$ cat src/rtl/div_unit.sv
// rtl/div_unit.sv - multi-cycle restoring divider for RISC-V DIV/DIVU/REM/REMU
// Holds the pipeline via combinational busy; abort cancels an in-flight divide.
module div_unit #(
  parameter int DATA_W = 32,
  parameter int REG_AW = 5
) (
  input  logic              clk,
  input  logic              rst,
  input  logic              start,
  input  logic              abort,
  input  logic [1:0]        op,
  input  logic [DATA_W-1:0] dividend,
  input  logic [DATA_W-1:0] divisor,
  input  logic [REG_AW-1:0] reg_waddr_i,
  output logic              busy,
  output logic              ready,
  output logic [DATA_W-1:0] result,
  output logic [REG_AW-1:0] reg_waddr_o
);

  localparam int CNT_W = $clog2(DATA_W) + 1;

  typedef enum logic [1:0] {IDLE, CALC, DONE} state_t;

  state_t              state, state_n;
  logic [CNT_W-1:0]    cnt;
  logic                is_rem_q, q_neg, r_neg;
  logic [REG_AW-1:0]   waddr_q;
  logic [DATA_W-1:0]   dvd, dsr, rem;
  logic [DATA_W:0]     rem_sh, rem_diff;
  logic [DATA_W-1:0]   rem_nx, dvd_nx, q_fin, r_fin;
  logic                a_neg, b_neg, last, accept;

  assign a_neg  = ~op[0] & dividend[DATA_W-1];
  assign b_neg  = ~op[0] & divisor[DATA_W-1];
  assign last   = (cnt == CNT_W'(DATA_W - 1));
  assign accept = start & ~abort;

  // One restoring step; the borrow out of the (DATA_W+1)-bit subtract is the compare.
  always_comb begin
    rem_sh   = {rem, dvd[DATA_W-1]};
    rem_diff = rem_sh - {1'b0, dsr};
    dvd_nx   = {dvd[DATA_W-2:0], ~rem_diff[DATA_W]};
    rem_nx   = rem_diff[DATA_W] ? rem_sh[DATA_W-1:0] : rem_diff[DATA_W-1:0];
    q_fin    = q_neg ? -dvd_nx : dvd_nx;
    r_fin    = r_neg ? -rem_nx : rem_nx;
  end

  always_ff @(posedge clk) begin
    if (rst) state <= IDLE;
    else     state <= state_n;
  end

  always_comb begin
    state_n = state;
    busy    = 1'b0;
    case (state)
      IDLE: begin
        busy = accept;
        if (accept) state_n = (divisor == '0) ? DONE : CALC;
      end
      CALC: begin
        busy = 1'b1;
        if (abort)     state_n = IDLE;
        else if (last) state_n = DONE;
      end
      default: state_n = IDLE;
    endcase
  end

  always_ff @(posedge clk) begin
    if (rst) begin
      cnt         <= '0;
      ready       <= 1'b0;
      result      <= '0;
      reg_waddr_o <= '0;
      is_rem_q    <= 1'b0;
      q_neg       <= 1'b0;
      r_neg       <= 1'b0;
      waddr_q     <= '0;
      dvd         <= '0;
      dsr         <= '0;
      rem         <= '0;
    end else begin
      ready <= 1'b0;
      case (state)
        IDLE: begin
          if (accept) begin
            is_rem_q <= op[1];
            q_neg    <= a_neg ^ b_neg;
            r_neg    <= a_neg;
            waddr_q  <= reg_waddr_i;
            dvd      <= a_neg ? -dividend : dividend;
            dsr      <= b_neg ? -divisor : divisor;
            rem      <= '0;
            cnt      <= '0;
            if (divisor == '0) begin
              result      <= op[1] ? dividend : '1;
              ready       <= 1'b1;
              reg_waddr_o <= reg_waddr_i;
            end
          end
        end
        CALC: begin
          if (!abort) begin
            dvd <= dvd_nx;
            rem <= rem_nx;
            cnt <= cnt + CNT_W'(1);
            if (last) begin
              result      <= is_rem_q ? r_fin : q_fin;
              ready       <= 1'b1;
              reg_waddr_o <= waddr_q;
            end
          end
        end
        default: ;
      endcase
    end
  end

endmodule

$ cat config.mk
export PLATFORM = sky130hd
export DESIGN_NAME = div_unit
export DESIGN_NICKNAME = d
export VERILOG_FILES = /design/src/rtl/div_unit.sv
export SDC_FILE = /design/constraint.sdc
export NUM_CORES = 1
export LEC_CHECK = 0
export ABC_AREA = 1
export BUFFER_PORTS_ARGS = -buffer_cell sky130_fd_sc_hd__clkbuf_2
export CAP_MARGIN = 20
export CORE_UTILIZATION = 29
export CTS_CLUSTER_SIZE = 28
export DETAILED_ROUTE_END_ITERATION = 10
export PLACE_DENSITY = 0.55
export SLEW_MARGIN = 10
export SYNTH_ARGS = -nofsm -noshare
export SYNTH_HDL_FRONTEND = slang
export SYNTH_SLANG_ARGS = --single-unit
$ cat constraint.sdc
create_clock -name clk -period 6.14 [get_ports clk]
set_input_delay 0 -clock clk [delete_from_list [all_inputs] [get_ports clk]]
set_output_delay 0 -clock clk [all_outputs]
set_load 0.05 [all_outputs]
## Yosys cells after proc, flatten, opt, wreduce, memory -nomap -nowiden

Index checks and enable logic that the tools add are counted.

| word-level totals | value |
|---|---|
| logic and storage cells | 76 |
| register bits after elaboration | 150 |
| output and inout bits | 39 |

| operators by class | value |
|---|---|
| multiplexer cells | 37 |
| add/sub/neg operators | 6 |
| bitwise logic cells | 7 |
| eq/ne operators | 7 |
| reductions and logical operators | 7 |

Operators by type and width:

| operator | number |
|---|---|
| $mux W32 | 15 |
| $pmux W32 S2 | 3 |
| $neg A32 Y32 | 4 |
| $sub A33 B32 Y33 | 1 |
| $logic_not A32 Y1 | 1 |
| $mux W5 | 4 |
| $mux W6 | 2 |
| $pmux W6 S2 | 1 |
| $pmux W5 S2 | 1 |
| $mux W2 | 4 |
| $ne A2 B2 Y1 const B | 4 |
| $add A6 B1 Y6 const B | 1 |
| $eq A6 B5 Y1 const B | 1 |
| $reduce_and A5 Y1 | 1 |
| $mux W1 | 4 |
| $pmux W1 S2 | 2 |
| $pmux W2 S2 | 1 |
| $reduce_and A2 Y1 | 2 |
| $and A1 B1 Y1 | 3 |
| $ne A3 B3 Y1 const B | 1 |
| $not A1 Y1 | 3 |
| $reduce_and A3 Y1 | 1 |
| $eq A2 B1 Y1 const B | 1 |
| $logic_not A2 Y1 | 1 |
| 2 further kinds | 2 |

## Longest topological paths before layout

| logic depth | value |
|---|---|
| depth in word-level cells | 8 |
| mapped depth | 34 |
| gate-level depth less buffers | 33 |

## Worst setup path before layout

No wires, ideal clock.

| timing | value |
|---|---|
| kind | register -> register |
| start | register dvd[31] |
| end | register result[24] |
| data required time | 6008 ps |
| setup time | 132 ps |
| path slack | 2044 ps |
| path buffers | 1 |
| cell stages (with the launch flop) | 33 |
| data arrival time | 3964 ps |
| path through | dfxtp_1 inv_1 ha_1 fa_1 inv_1 nand2_1 nand2_1 nand3_1 nand2_2 nand2_2 nand2_4 nand2_4 nand2_4 nand2_4 nand2_4 buf_2 ha_1 nand3_1 nor3_1 nand4_1 nor2_1 inv_1 nor2_1 inv_1 nor2_1 inv_1 nor3_1 a21oi_1 or2_2 a21oi_1 nand2_1 nand2_1 a21oi_2 |

| on the way | value |
|---|---|
| word-level cells in the longest chain between the ends | 8 |
| elaborated cells on any way between the ends | 11 |
| those cells by class | 3 x add/sub; 7 x mux; 1 x bitwise |

RTL lines:

| what | RTL line | text |
|---|---|---|
| from (decl) | 29 | `logic [DATA_W-1:0] dvd, dsr, rem;` |
| from (signal assigned) | 93 | `dvd <= a_neg ? -dividend : dividend;` |
| from (signal assigned) | 106 | `dvd <= dvd_nx;` |
| $sub A33 B32 Y33 | 42 | `rem_diff = rem_sh - {1'b0, dsr};` |
| $mux W32 or $not A1 Y1 (tied branches) | 44, 43 |  |
| $neg A32 Y32, on equally long branches | 46, 45 |  |
| $mux W32, on equally long branches | 46, 45 |  |
| $mux W32 (*) | 110 | `result <= is_rem_q ? r_fin : q_fin;` |
| $mux W32 (*) | 109 | `if (last) begin` |
| $mux W32 (*) | 105 | `if (!abort) begin` |
| $pmux W32 S2 (*) | 86 | `case (state)` |
| to (signal assigned) | 98 | `result <= op[1] ? dividend : '1;` |
| to (signal assigned) | 110 |  |
| to (decl) | 17 | `output logic [DATA_W-1:0] result,` |

Every way passes the cells marked *; elsewhere a longest branch is shown, timed or not. The select of a mux whose other input is x is not followed.
A chain may end at the register's enable or synchronous reset.

## Worst setup path in the final report

| timing | value |
|---|---|
| start | register dvd[31] |
| end | register result[18] |

The elaborated chain is that of the path after synthesis.

==> flow_summary.yaml <==
sta:
  worstMarginPinSlew_ps: 984.4
  final_hold_viol_count: 0
  rsz0062_at_grt: "no"
  fin_crit_sh_pct: 79.70
  setup_ws_ps: 1246
  setup-violations-final: 0
  maxSlewHeadroom_pct: 34.21
  fin_setup_tns_ps: 0
  fin_crit_ps: 4894
  finClkSkew_ps: 17.64
  fmax_mhz: 204.3
  slew_violations: 0
pwr:
  vdd_drop_max_mv: 0.1914
  power_density_mw_per_mm2: 199.9
  cellLeakagePower_nw: 7.379
  p_clk_share_pct: 36.3
  p_switching_mw: 1.127
  p_int_mw: 1.905
  seq_power_share_pct: 34.2
  swShare_pct: 37.17
  pwr-share-comb_pct: 29.5
min_path:
  min_path_type: "primary input to flip-flop"
clocking:
  clock_sinks: 150
  clkTransAtPathRegs_ps: 80
  clock-root-buffer: "clkbuf_16"
  clockBufferDepth: 2
  insertion_delay_ps: 470
  cts_htree_levels: 4
  cts_buffers: 17
  cts_tree: "yes"
cells_and_area:
  final_nets: 2449
  layout-area-overhead-vs-synth_pct: 19.09
  drive_gt1_share_pct: 11.07
  antenna_cells: 0
  fin_util_pct: 35.15
  fillerInstances: 4851
yosys:
  ys.flop_type: "dfxtp_1"
  synth_cell_types: 51
  async_reset_ff_share_pct: 0
  synth-seq-cells: 150
  synth_edf_count: 0
  synth_top_area_share_pct: 23.57
  yosys.area.top_type: "dfxtp_1"
  avgSynthCellArea_um2: 5.808
  yosysWarnings: 0
  netlist_top_cells_area: "dfxtp_1, nand2_1, inv_1"
  synth_area_mm2: 0.01274
  syn_nets: 2307
  synth_cells: 2194
  ys_seq_area_share_pct: 23.57
worst_setup_path:
  ff2ff_path_depth: 31
  cp_slowest_stage_delay_ps: 570
  worst_path_most_repeated_cell: "inv_1"
  crit_type: "flip-flop to flip-flop"
  crit_slowest_cell: "dlygate4sd3_1"
  rrSetupSlack_ps: 1250
  crit_end: "result[18]"
  cp-start-kind: "flip-flop"
  rr_endpoint: "result[18]"
  cp.arrival_ps: 5250
  crit_path_max_fanout: 35
  r2r_start: "dvd[31]"
  cp-end-kind: "flip-flop"
  worstPathRequired_ps: 6500
  critPathLaunch: "dvd[31]"
route:
  m1WireLength_um: 21430
  vias: 14350
  routed.top_layer: "met4"
  met3_length_um: 2265
  antenna_left: 0
  drt_iter0_markers: 1104
  via_per_inst: 4.892
  drc: 0
  firstDrtPassIters: 6
  wl_per_cell_um: 15.61
  wirelength_um: 45810
  dr_wl_met2_um: 21100
grt:
  gr-usage-all-layers_pct: 20.58
  grt_antenna_before_repair: 0
  grt_pass1_wl_um: 71720
  grt_max_degree: 80
  grt_pass1_vias: 13440
  grt_overflow: 0
place:
  dp_hpwl_um: 35130
  dp_slack_ps: 1383
  io_buffers: 113
  place_congestion: 0.9120
outcome:
  status: "complete, no violations"
job:
  cap_violations: 0
floorplanning:
  die_x_um: 211.6
  die_h_um: 211.6
  initial_utilization_pct: 29.52
  ios: 114
  core_mm2: 0.04317
  die_area_mm2: 0.04478
  num_rows: 76
## cell usage after synthesis, types with 22 or more instances
master and n:
clkbuf_1 62, nand2_2 30, xor2_1 26, nand3_1 150, nor2_1 190, inv_1 308
o21ai_0 127, nand2_1 649, a21oi_1 212, nand4_1 22, dfxtp_1 150, ha_1 37
nor3_1 31, o211ai_1 22
## worst max-delay path, delay by kind of cell, from the launching register on
kind                     cells  cell delay (ps)
flip-flops                   1              330
AO/OA/AOI/OAI                3              250
adder cells (fa/ha/maj)      3              900
AND/OR/NAND/NOR             18             2280
buffers and inverters        7             1040
## flip-flops by register name, indices dropped and copies added (netlist names)
signal and count:
reg_waddr_o 5, result 32, rem 32, dsr 32
is_rem_q 1, ready 1, q_neg 1, state 2
dvd 32, r_neg 1, waddr_q 5, cnt 6
## logic make-up (layout without fill, tap and decap cells)
| group | after synthesis | in the layout | share of synthesized area [%] |
|---|---|---|---|
| and+or+nand+nor | 1127 | 1127 | 38.38 |
| adders and majority gates | 38 | 38 | 3.790 |
| AOI/OAI and AO/OA | 429 | 429 | 18.81 |
| DFF | 150 | 150 | 23.57 |
| xor gates and xnor gates | 47 | 47 | 3.231 |
| buffers and inverters | 403 | 558 | 12.22 |
## metrics by stage
| stage | instances | hold slack (ps) | area, um^2 | total power, mW |
|---|---|---|---|---|
| 6_report | 2934 | 20.14 | 15170 | 3.033 |
| 5_1_grt | 2934 | 9.493 | 15170 | 3.197 |
| 4_1_cts | 2934 | 0.1887 | 15170 | 3.044 |
| 3_5_place_dp | 2828 | 222.8 | 13840 | 1.906 |
| 3_3_place_gp | 2828 | 214.1 | 13840 | 1.903 |
| 2_1_floorplan | 2194 | 112.7 | 12740 | 1.654 |
## cells in the final DEF, fill, tap and decap left out, drive strengths merged, types with 37 or more instances in the layout
cell / instances
nor2: 207
dfxtp: 150
inv: 321
nand3: 153
a21oi: 221
ha: 37
nand2: 691
dlygate4sd3: 74
nor3: 38
clkbuf: 129
o21ai: 140
## area by class of cell
cell class | instances | area (um^2) | share of cell area [%]
Clock buffer | 17 | 425.4 | 2.803
Clock inverter | 15 | 168.9 | 1.113
Inverter | 322 | 1209 | 7.965
Multi-Input combinational cell | 1641 | 8200 | 54.04
Sequential cell | 150 | 3003 | 19.79
Tap cell | 585 | 732.0 | 4.824
Timing Repair Buffer | 204 | 1436 | 9.466
## power by group through the flow
| stage | clock network, mW | logic [mW] | registers [mW] |
|---|---|---|---|
| 5_1_grt | 1.16 | 0.996 | 1.04 |
| 3_5_place_dp | 0 | 0.848 | 1.06 |
| 3_3_place_gp | 0 | 0.846 | 1.06 |
| 2_1_floorplan | 0 | 0.605 | 1.05 |
| 4_1_cts | 1.12 | 0.887 | 1.04 |
| 6_report | 1.10 | 0.895 | 1.04 |
## worst min-delay path by stage
stage	to	depth (start not counted)	start
global placement	waddr_q[4]	3	reg_waddr_i[4]
finish	dsr[1]	5	divisor[1]
global route	result[30]	5	dividend[30]
detailed placement	waddr_q[0]	3	reg_waddr_i[0]
CTS	dsr[3]	5	divisor[1]
floorplan	waddr_q[0]	2	reg_waddr_i[0]
## layer usage
layer  vias to the layer above  GRT usage (%)
li1                       7321              -
met1                      6579          27.72
met2                       406          33.58
met3                        48          2.997
met4                         0          6.547
met5                         -              0
## what timing repair did
| action | 4_1_cts | 5_1_grt |
|---|---|---|
| buffers inserted | 0 | 0 |
| hold buffers | 74 | 0 |
| hold endpoints to repair | 92 | 0 |
| resized for setup | 0 | 0 |
Power figures use the tool's default switching activity.
